[config.mk]
export PLATFORM = sky130hd
export DESIGN_NAME = axi_lite_cmd_master
export DESIGN_NICKNAME = d
export VERILOG_FILES = /design/src/rtl/axi_lite_cmd_master.sv
export SDC_FILE = /design/constraint.sdc
export NUM_CORES = 1
export LEC_CHECK = 0
export CAP_MARGIN = 20
export CORE_MARGIN = 8
export CORE_UTILIZATION = 42
export DETAILED_ROUTE_END_ITERATION = 8
export GPL_ROUTABILITY_DRIVEN = 0
export GPL_TIMING_DRIVEN = 0
export PLACE_DENSITY = 0.78
export REMOVE_ABC_BUFFERS = 1
export SYNTH_ARGS = -nofsm -noshare
export SYNTH_HDL_FRONTEND = slang
export SYNTH_SLANG_ARGS = --single-unit
[constraint.sdc]
create_clock -name clk -period 2.15 [get_ports clk]
set_input_delay 0.215 -clock clk [delete_from_list [all_inputs] [get_ports clk]]
set_output_delay 0.215 -clock clk [all_outputs]
set_load 0.03 [all_outputs]
[src/rtl/axi_lite_cmd_master.sv]
// Single-outstanding AXI4-Lite master: turns a command/response handshake into one AXI-Lite
// read or write transaction at a time, with saturating debug counters.
module axi_lite_cmd_master #(
    parameter int unsigned ADDR_WIDTH = 10,
    parameter int unsigned DATA_WIDTH = 32,
    parameter int unsigned CNT_WIDTH  = 16
) (
    input  logic                    clk,
    input  logic                    rst,
    input  logic                    cmd_valid,
    output logic                    cmd_ready,
    input  logic                    cmd_write,
    input  logic [ADDR_WIDTH-1:0]   cmd_addr,
    input  logic [DATA_WIDTH-1:0]   cmd_wdata,
    input  logic [DATA_WIDTH/8-1:0] cmd_wstrb,
    output logic                    rsp_valid,
    input  logic                    rsp_ready,
    output logic                    rsp_write,
    output logic [DATA_WIDTH-1:0]   rsp_rdata,
    output logic [1:0]              rsp_resp,
    output logic [ADDR_WIDTH-1:0]   AW_ADDR,
    output logic [2:0]              AW_PROT,
    output logic                    AW_VALID,
    input  logic                    AW_READY,
    output logic [DATA_WIDTH-1:0]   W_DATA,
    output logic [DATA_WIDTH/8-1:0] W_STRB,
    output logic                    W_VALID,
    input  logic                    W_READY,
    input  logic [1:0]              B_RESP,
    input  logic                    B_valid,
    output logic                    B_ready,
    output logic [ADDR_WIDTH-1:0]   AR_ADDR,
    output logic [2:0]              AR_PROT,
    output logic                    AR_VALID,
    input  logic                    AR_READY,
    input  logic [DATA_WIDTH-1:0]   R_DATA,
    input  logic [1:0]              R_RESP,
    input  logic                    R_VALID,
    output logic                    R_READY,
    output logic [CNT_WIDTH-1:0]    wr_count,
    output logic [CNT_WIDTH-1:0]    rd_count,
    output logic [CNT_WIDTH-1:0]    err_count
);

    localparam int unsigned StrbWidth = DATA_WIDTH / 8;

    typedef enum logic [2:0] {StIdle, StWr, StWrResp, StRdAddr, StRdData, StRsp} state_e;

    state_e                  state_q, state_d;
    logic                    cmd_ready_q, cmd_ready_d;
    logic                    aw_valid_q, aw_valid_d, w_valid_q, w_valid_d;
    logic                    aw_done_q, aw_done_d, w_done_q, w_done_d;
    logic                    b_ready_q, b_ready_d, ar_valid_q, ar_valid_d, r_ready_q, r_ready_d;
    logic                    rsp_valid_q, rsp_valid_d, rsp_write_q, rsp_write_d;
    logic [DATA_WIDTH-1:0]   rsp_rdata_q, rsp_rdata_d, wdata_q, wdata_d;
    logic [1:0]              rsp_resp_q, rsp_resp_d;
    logic [ADDR_WIDTH-1:0]   addr_q, addr_d;
    logic [StrbWidth-1:0]    wstrb_q, wstrb_d;
    logic [CNT_WIDTH-1:0]    wr_cnt_q, wr_cnt_d, rd_cnt_q, rd_cnt_d, err_cnt_q, err_cnt_d;
    logic                    aw_hs, w_hs;

    assign aw_hs = aw_valid_q & AW_READY;
    assign w_hs  = w_valid_q & W_READY;

    always_comb begin
        state_d     = state_q;
        cmd_ready_d = cmd_ready_q;
        aw_valid_d  = aw_valid_q;
        w_valid_d   = w_valid_q;
        aw_done_d   = aw_done_q;
        w_done_d    = w_done_q;
        b_ready_d   = b_ready_q;
        ar_valid_d  = ar_valid_q;
        r_ready_d   = r_ready_q;
        rsp_valid_d = rsp_valid_q;
        rsp_write_d = rsp_write_q;
        rsp_rdata_d = rsp_rdata_q;
        rsp_resp_d  = rsp_resp_q;
        addr_d      = addr_q;
        wdata_d     = wdata_q;
        wstrb_d     = wstrb_q;
        wr_cnt_d    = wr_cnt_q;
        rd_cnt_d    = rd_cnt_q;
        err_cnt_d   = err_cnt_q;
        unique case (state_q)
            StIdle: begin
                // cmd_ready comes up one cycle after reset release or response handshake
                cmd_ready_d = 1'b1;
                if (cmd_valid && cmd_ready_q) begin
                    cmd_ready_d = 1'b0;
                    addr_d      = cmd_addr;
                    wdata_d     = cmd_wdata;
                    wstrb_d     = cmd_wstrb;
                    rsp_write_d = cmd_write;
                    if (cmd_write) begin
                        state_d    = StWr;
                        aw_valid_d = 1'b1;
                        w_valid_d  = 1'b1;
                        aw_done_d  = 1'b0;
                        w_done_d   = 1'b0;
                    end else begin
                        state_d    = StRdAddr;
                        ar_valid_d = 1'b1;
                    end
                end
            end
            StWr: begin
                if (aw_hs) begin
                    aw_valid_d = 1'b0;
                    aw_done_d  = 1'b1;
                end
                if (w_hs) begin
                    w_valid_d = 1'b0;
                    w_done_d  = 1'b1;
                end
                if ((aw_done_q || aw_hs) && (w_done_q || w_hs)) begin
                    state_d   = StWrResp;
                    b_ready_d = 1'b1;
                end
            end
            StWrResp: begin
                if (B_valid && b_ready_q) begin
                    b_ready_d   = 1'b0;
                    rsp_resp_d  = B_RESP;
                    rsp_rdata_d = '0;
                    rsp_write_d = 1'b1;
                    rsp_valid_d = 1'b1;
                    state_d     = StRsp;
                end
            end
            StRdAddr: begin
                if (AR_READY) begin
                    ar_valid_d = 1'b0;
                    r_ready_d  = 1'b1;
                    state_d    = StRdData;
                end
            end
            StRdData: begin
                if (R_VALID && r_ready_q) begin
                    r_ready_d   = 1'b0;
                    rsp_resp_d  = R_RESP;
                    rsp_rdata_d = R_DATA;
                    rsp_write_d = 1'b0;
                    rsp_valid_d = 1'b1;
                    state_d     = StRsp;
                end
            end
            StRsp: begin
                if (rsp_ready) begin
                    rsp_valid_d = 1'b0;
                    cmd_ready_d = 1'b1;
                    state_d     = StIdle;
                    // saturating counters
                    if (rsp_write_q && wr_cnt_q != '1) wr_cnt_d = wr_cnt_q + CNT_WIDTH'(1);
                    if (!rsp_write_q && rd_cnt_q != '1) rd_cnt_d = rd_cnt_q + CNT_WIDTH'(1);
                    if (rsp_resp_q != 2'b00 && err_cnt_q != '1) begin
                        err_cnt_d = err_cnt_q + CNT_WIDTH'(1);
                    end
                end
            end
            default: state_d = StIdle;
        endcase
    end

    always_ff @(posedge clk or negedge rst) begin
        if (!rst) begin
            state_q     <= StIdle;
            cmd_ready_q <= 1'b0;
            aw_valid_q  <= 1'b0;
            w_valid_q   <= 1'b0;
            aw_done_q   <= 1'b0;
            w_done_q    <= 1'b0;
            b_ready_q   <= 1'b0;
            ar_valid_q  <= 1'b0;
            r_ready_q   <= 1'b0;
            rsp_valid_q <= 1'b0;
            rsp_write_q <= 1'b0;
            rsp_rdata_q <= '0;
            rsp_resp_q  <= '0;
            addr_q      <= '0;
            wdata_q     <= '0;
            wstrb_q     <= '0;
            wr_cnt_q    <= '0;
            rd_cnt_q    <= '0;
            err_cnt_q   <= '0;
        end else begin
            state_q     <= state_d;
            cmd_ready_q <= cmd_ready_d;
            aw_valid_q  <= aw_valid_d;
            w_valid_q   <= w_valid_d;
            aw_done_q   <= aw_done_d;
            w_done_q    <= w_done_d;
            b_ready_q   <= b_ready_d;
            ar_valid_q  <= ar_valid_d;
            r_ready_q   <= r_ready_d;
            rsp_valid_q <= rsp_valid_d;
            rsp_write_q <= rsp_write_d;
            rsp_rdata_q <= rsp_rdata_d;
            rsp_resp_q  <= rsp_resp_d;
            addr_q      <= addr_d;
            wdata_q     <= wdata_d;
            wstrb_q     <= wstrb_d;
            wr_cnt_q    <= wr_cnt_d;
            rd_cnt_q    <= rd_cnt_d;
            err_cnt_q   <= err_cnt_d;
        end
    end

    assign cmd_ready = cmd_ready_q;
    assign rsp_valid = rsp_valid_q;
    assign rsp_write = rsp_write_q;
    assign rsp_rdata = rsp_rdata_q;
    assign rsp_resp  = rsp_resp_q;
    assign AW_ADDR   = addr_q;
    assign AW_PROT   = 3'b000;
    assign AW_VALID  = aw_valid_q;
    assign W_DATA    = wdata_q;
    assign W_STRB    = wstrb_q;
    assign W_VALID   = w_valid_q;
    assign B_ready   = b_ready_q;
    assign AR_ADDR   = addr_q;
    assign AR_PROT   = 3'b000;
    assign AR_VALID  = ar_valid_q;
    assign R_READY   = r_ready_q;
    assign wr_count  = wr_cnt_q;
    assign rd_count  = rd_cnt_q;
    assign err_count = err_cnt_q;

endmodule

==> impl_metrics.toml <==
[status]
status = "finished, final reports clean"

[worst_hold_path]
hold_path_class = "in -> async"

[synth]
yosysWarnings = 0
synth_compound_area_share_pct = 9.67
ys_seq_area_share_pct = 58.3
synth.distinct_cells = 51
synth_xor_area_share_pct = 5.79
synth_fa_ha_area_share_pct = 0.620
syn_area_um2 = 6060
syn-instance-count = 492
synth-simple-area-share_pct = 11.8
synth_flop_cell = "dfrtp_1"
synthMuxAreaShare_pct = 10.0
synth_edf_count = 0
ys_ff_latch = 141
synth_top_family_by_area = "simple AND/OR/NAND/NOR gates"
synth_area_per_cell_um2 = 12.3
async_flop_share_pct = 100

[clock_tree]
clock_latency_ns = 0.40
cts.sinks = 141
cts_tree = "done"
htreeDepth = 4
clockBufferDepth = 2
cts_buffers = 17
root_buffer = "clkbuf_16"
clkSlewWorstSetupHoldPaths_ns = 0.06

[detailed_routing]
drc = 0
vias_per_cell = 5.08
first_pass_iters = 6
drt_iter0_markers = 156
wl_per_cell_um = 18.0
vias = 4690
final_antenna_net_count = 0
routed_wl_um = 16600

[power]
clock_power_share_pct = 19.9
seq_power_share_pct = 32.4
leakage_nw = 3.95
vdd_drop_max_mv = 1.06
internal-power_w = 0.00823
power.switching_w = 0.00529
power_density_nw_per_um2 = 1480
power_frac_comb_pct = 47.6
switching_share_pct = 39.1

[placement]
place_area_um2 = 8560
dpl.hpwl_um = 12700
io_buffers = 237
dp.cells = 890

[sta]
slew_headroom_pct = 61.7
finalSetupViolations = 0
clock.fmax_mhz = 494
period_share_pct = 94.2
hold-worst-slack_ns = 0.310
tns_ns = 0
final.setup_skew_ns = 0.00930
period_minus_slack_ns = 2.03
finalHoldViolCount = 0
worst_slew_pin_slew_ns = 0.575
slew_viol_final = 0

[floorplanning]
start_util_pct = 42.3
io_pins = 244
num_rows = 44
die_y_um = 136
die-area_um2 = 18500
fp.coreArea_um2 = 14300
die_w_um = 136

[critical_path]
critPathArrivalTime_ns = 2.31
start_kind = "register"
crit_type = "reg -> reg"
cp_max_fo = 13
critPathRequiredTime_ns = 2.44
end_kind = "register"

[cells_and_area]
final_cell_area_um2 = 9160
drive_gt1_share_pct = 14.1
area_growth_pct = 51.3
nFillCells = 1086
fin_nets = 824
utilization_pct = 64.0
instances_no_fill = 923
num_antenna_cells = 0

[grt]
grt_max_degree = 90
track_usage_pct = 17.9
grt_overflow = 0
grt_pass1_wl_um = 26100
grt_pass1_vias = 4912
antenna_found_initial = 1

[flow_run]
cap_violations = 0
[synthesized netlist by cell type, types with 10 or more instances]
master | instances | area, um^2
dfrtp_1 | 141 | 3530
mux2_2 | 52 | 586
nand2_1 | 45 | 169
a22o_1 | 32 | 280
nor2_1 | 26 | 97.6
xnor2_1 | 23 | 201
buf_4 | 18 | 135
xor2_1 | 17 | 149
a21oi_1 | 14 | 70.1
nand3_1 | 14 | 70.1
and3_1 | 11 | 68.8
buf_2 | 11 | 55.1
nand4_1 | 10 | 62.6
[cell families after synthesis]
family | Yosys count
simple gates | 137
flops | 141
compound gates | 76
other cells | 1
mux | 54
buf+inv | 40
fa+ha+maj | 3
xor+xnor | 40
[cell usage in the layout (no fill, tap or decap), types with 14 or more instances in the layout]
cell	netlist	layout
a21oi_1	14	14
a22o_1	32	32
clkbuf_16	0	17
clkdlybuf4s50_1	0	236
dfrtp_1	141	138
mux2_2	52	52
nand2_1	45	44
nand3_1	14	14
nor2_1	26	26
xnor2_1	23	23
xor2_1	17	17
[what timing repair did]
action                                 CTS  global route
pin swaps                                1             0
endpoints found under the hold margin   52             0
hold buffers                             1             0
buffers inserted                         1             2
gates resized for setup                  6             4
setup endpoints to repair               85            36
[routing by layer]
| metal | GRT usage, % | part of all wire [%] | wire length [um] |
|---|---|---|---|
| met3 | 7.43 | 11 | 1820 |
| met4 | 6.59 | 1.4 | 237 |
| met5 | 0 | 0.078 | 13 |
| met1 | 20.8 | 40 | 6690 |
| met2 | 29.0 | 47 | 7810 |
[power groups by stage]
stage                     clock, W  combinational, W  sequential, W
after floorplan                  0           0.00168        0.00623
after global placement           0           0.00627        0.00435
after detailed placement         0           0.00645        0.00439
after CTS                  0.00277           0.00648        0.00439
after global routing       0.00290           0.00683        0.00455
final                      0.00269           0.00644        0.00439
[through the flow]
| step | power (W) | setup slack (ns) |
|---|---|---|
| after floorplan | 0.00791 | -3.72 |
| after global placement | 0.0106 | -5.39 |
| after detailed placement | 0.0108 | -0.615 |
| after CTS | 0.0136 | 0.0527 |
| after global routing | 0.0143 | -0.000727 |
| final | 0.0135 | 0.125 |
[registers in the layout, summed over array words and instances, names as in the netlist, 3 cells and up]
name	flops
W_STRB	4
W_DATA	32
wr_count	16
rsp_rdata	32
AR_ADDR	10
state_q	3
err_count	16
rd_count	16
[cell type report]
class / count / area (um^2) / share of cell area, %
flip-flops and latches: 141 / 3540 / 38.6
repair buffers: 248 / 2500 / 27.3
multi-input cells: 316 / 2340 / 25.5
clock buffers: 21 / 440 / 4.81
well taps: 184 / 230 / 2.51
clock inverters: 8 / 96.3 / 1.05
inverters: 5 / 18.8 / 0.205
[worst paths after layout]
path	depth (start not counted)	slack [ns]	endpoint	start
worst max register to register	5	0.12	err_count[12]	state_q[1]
min in group clk	2	0.41	rsp_rdata[25]	R_DATA[25]
worst min register to register	2	0.49	rsp_valid	rsp_valid
worst max-delay path	5	0.12	err_count[12]	state_q[1]
worst min-delay path	2	0.31	err_count[0]	rst
max in group asynchronous	3	1.01	state_q[1]	rst
[critical path, cell delays in order (launching register included)]
cell and delay [ns]:
dfrtp_4 0.57, nand4b_4 0.28, or4_4 0.59, a31oi_2 0.18, nand4_1 0.14, xnor2_1 0.14
(Power assumes the default switching activity.)
==> variant, RTL diff (same flow settings) <==
`rsp_rdata_q` no longer has a reset.
--- a/src/rtl/axi_lite_cmd_master.sv
+++ b/src/rtl/axi_lite_cmd_master.sv
@@ -176,5 +176,4 @@
             rsp_valid_q <= 1'b0;
             rsp_write_q <= 1'b0;
-            rsp_rdata_q <= '0;
             rsp_resp_q  <= '0;
             addr_q      <= '0;
@@ -196,5 +195,4 @@
             rsp_valid_q <= rsp_valid_d;
             rsp_write_q <= rsp_write_d;
-            rsp_rdata_q <= rsp_rdata_d;
             rsp_resp_q  <= rsp_resp_d;
             addr_q      <= addr_d;
@@ -205,4 +203,8 @@
             err_cnt_q   <= err_cnt_d;
         end
+    end
+
+    always_ff @(posedge clk) begin
+        rsp_rdata_q <= rsp_rdata_d;
     end
 
Function: no difference found for any inputs over 4 cycles, from zero or initial values and one cycle with rst low; that may be too few to reach the edited logic, so the function may still have changed.
==> variant against the original RTL <==
- wire length is 3.0% higher
- cell count is 0.11% higher
- synthesized cell count is 1.2% lower
- sequential cell count stayed put
- critical endpoint is now err_count[13]
- design area is 1.7% higher
- sequential share of layout area is 1.1 points higher
- area after synthesis is 0.31% higher
- worst setup slack worse by 0.020 ns
- largest cell class unchanged
- power is 14% lower
==> variant: results (changes against the original RTL) <==
| Metric | Value |
|---|---|
| Status | complete, no violations (unchanged) |
| Post-Synth XOR/XNOR Area | 6.20% (was 5.79%) |
| Post-Syn Instances | 486 (was 492) |
| Post-DP HPWL | 12.9 mm (was 12.7 mm) |
| WL/cell | 18.5 um (was 18.0 um) |
| Detailed-route vias per instance | 5.06 (was 5.08) |
| Hold Vio Cnt, Final | 0 (unchanged) |
| TritonCTS Buffers | 17 (unchanged) |
| Static leakage | 3.96 nW (was 3.95 nW) |
| Number of synthesized flops with an enable pin | 32 (was 0) |
| Largest cells by area after synthesis | dfrtp_1, edfxtp_1, mux2_2 (was dfrtp_1, mux2_2, a22o_1) |
| Maximum fanout along the worst path | 8 (was 13) |
| Vias in the first global route | 4,771 (was 4,912) |
| Reg2reg end | err_count[13] (was err_count[12]) |
| Global Route Usage Sum | 18.0% (was 17.9%) |
| Post-place instance area | 8630 sq um (was 8560 sq um) |
| Layout Skew | 0.0148 ns (was 0.00930 ns) |
| Commonest cells post-synth | dfrtp_1, mux2_2, and3_1, nand2_1, edfxtp_1 (was dfrtp_1, mux2_2, nand2_1) |
| Worst Setup SP | state_q[0] (was state_q[1]) |
| Worst EP arrival | 2.36 ns (was 2.31 ns) |
| First-pass GRT wire length | 25.9 mm (was 26.1 mm) |
| Worst hold slack | 0.377 ns (was 0.310 ns) |
| Post-synthesis compound-gate area fraction | 4.59% (was 9.67%) |
| Post-Synth Adder-Cell Area | 0.618% (was 0.620%) |
| Initial DRC count | 174 (was 156) |
| Async SR Flop Fraction | 77.3% (was 100%) |
| DP Worst Slack | -0.319 ns (was -0.615 ns) |
| Final Net Count | 823 (was 824) |
| CTS clk-pin slew, worst paths | 0.06 ns (about the same) |
| Dpl cells | 883 (was 890) |
| DR pass1 iterations | 4 (was 6) |
| Relative slew slack | 55.1% (was 61.7%) |
| Register area | 3700 sq um (was 3540 sq um) |
| Peak VDD IR | 0.817 mV (was 1.06 mV) |
## variant: changes by cell type after synthesis, sizes merged, moves of 4 or more
| cell | change |
|---|---|
| buf | -6 |
| edfxtp | +32 |
| xnor2 | +6 |
| nand2 | -9 |
| and3 | +25 |
| dfrtp | -32 |
| mux2 | -4 |
| a22o | -32 |
| clkbuf | +5 |
## variant: where the power goes
part | leakage, nW | total [mW] | switching [mW] | internal (mW)
clock network | 0.291 | 2.93 | 1.08 | 1.85
registers | 1.68 | 3.86 | 0.462 | 3.40
logic | 1.98 | 4.83 | 2.65 | 2.18
## variant: cell type report
type	instances	area share [%]
Sequential cell	141	39.7
Clock inverter	10	1.52
Inverter	8	0.322
Tap cell	184	2.47
Timing Repair Buffer	252	27.6
Multi-Input combinational cell	308	23.6
Clock buffer	21	4.83
## variant: timing repair
| action | CTS | global route |
|---|---|---|
| endpoints found under the hold margin | 49 | 0 |
| resized for setup | 5 | 2 |
| setup buffers | 5 | 4 |
| hold buffers | 1 | 0 |
| setup endpoints to repair | 18 | 6 |
| cloned | 0 | 0 |
## variant: worst max-delay path, cell delays in order, from the launching register on
cell,delay (ns)
dfrtp_4,0.47
nand4b_4,0.16
or4_1,0.57
or3_4,0.40
nor2_1,0.15
xor2_1,0.20
## variant: stage by stage
stage | setup TNS [ns] | power [mW] | utilization (%)
floorplan | -89.48 | 6.43 | -
global placement | -567.67 | 8.41 | 59.3
detailed placement | -2.30 | 8.65 | 60.3
CTS | 0 | 11.7 | 64.8
global route | 0 | 12.2 | 65.1
finish | 0 | 11.6 | 65.1
## variant: kinds of logic (layout without fill, tap and decap cells)
family                     count (synthesis)  in the layout
AOI/OAI and AO/OA                         43             43
muxes                                     52             52
xor gates and xnor gates                  43             43
adders and majority gates                  3              3
and+or+nand+nor                          161            161
buffers and inverters                     42            291
DFF                                      141            141
other                                      1              6
## variant: worst max-delay path by stage
stage                     slack, ns  depth (start not counted)            end
after floorplan               -1.17                          2   rsp_rdata[0]
after global placement        -3.16                          1    rsp_resp[0]
after detailed placement      -0.32                          5  err_count[13]
after CTS                      0.05                          5  err_count[13]
after global routing           0.04                          6   wr_count[12]
final                          0.11                          5  err_count[13]
## variant: layer usage
metal  global-route usage, %  routed length, um
met2                    31.0               8740
met5                       0                  0
met3                    5.62               1290
met1                    20.3               6740
met4                    7.08                308
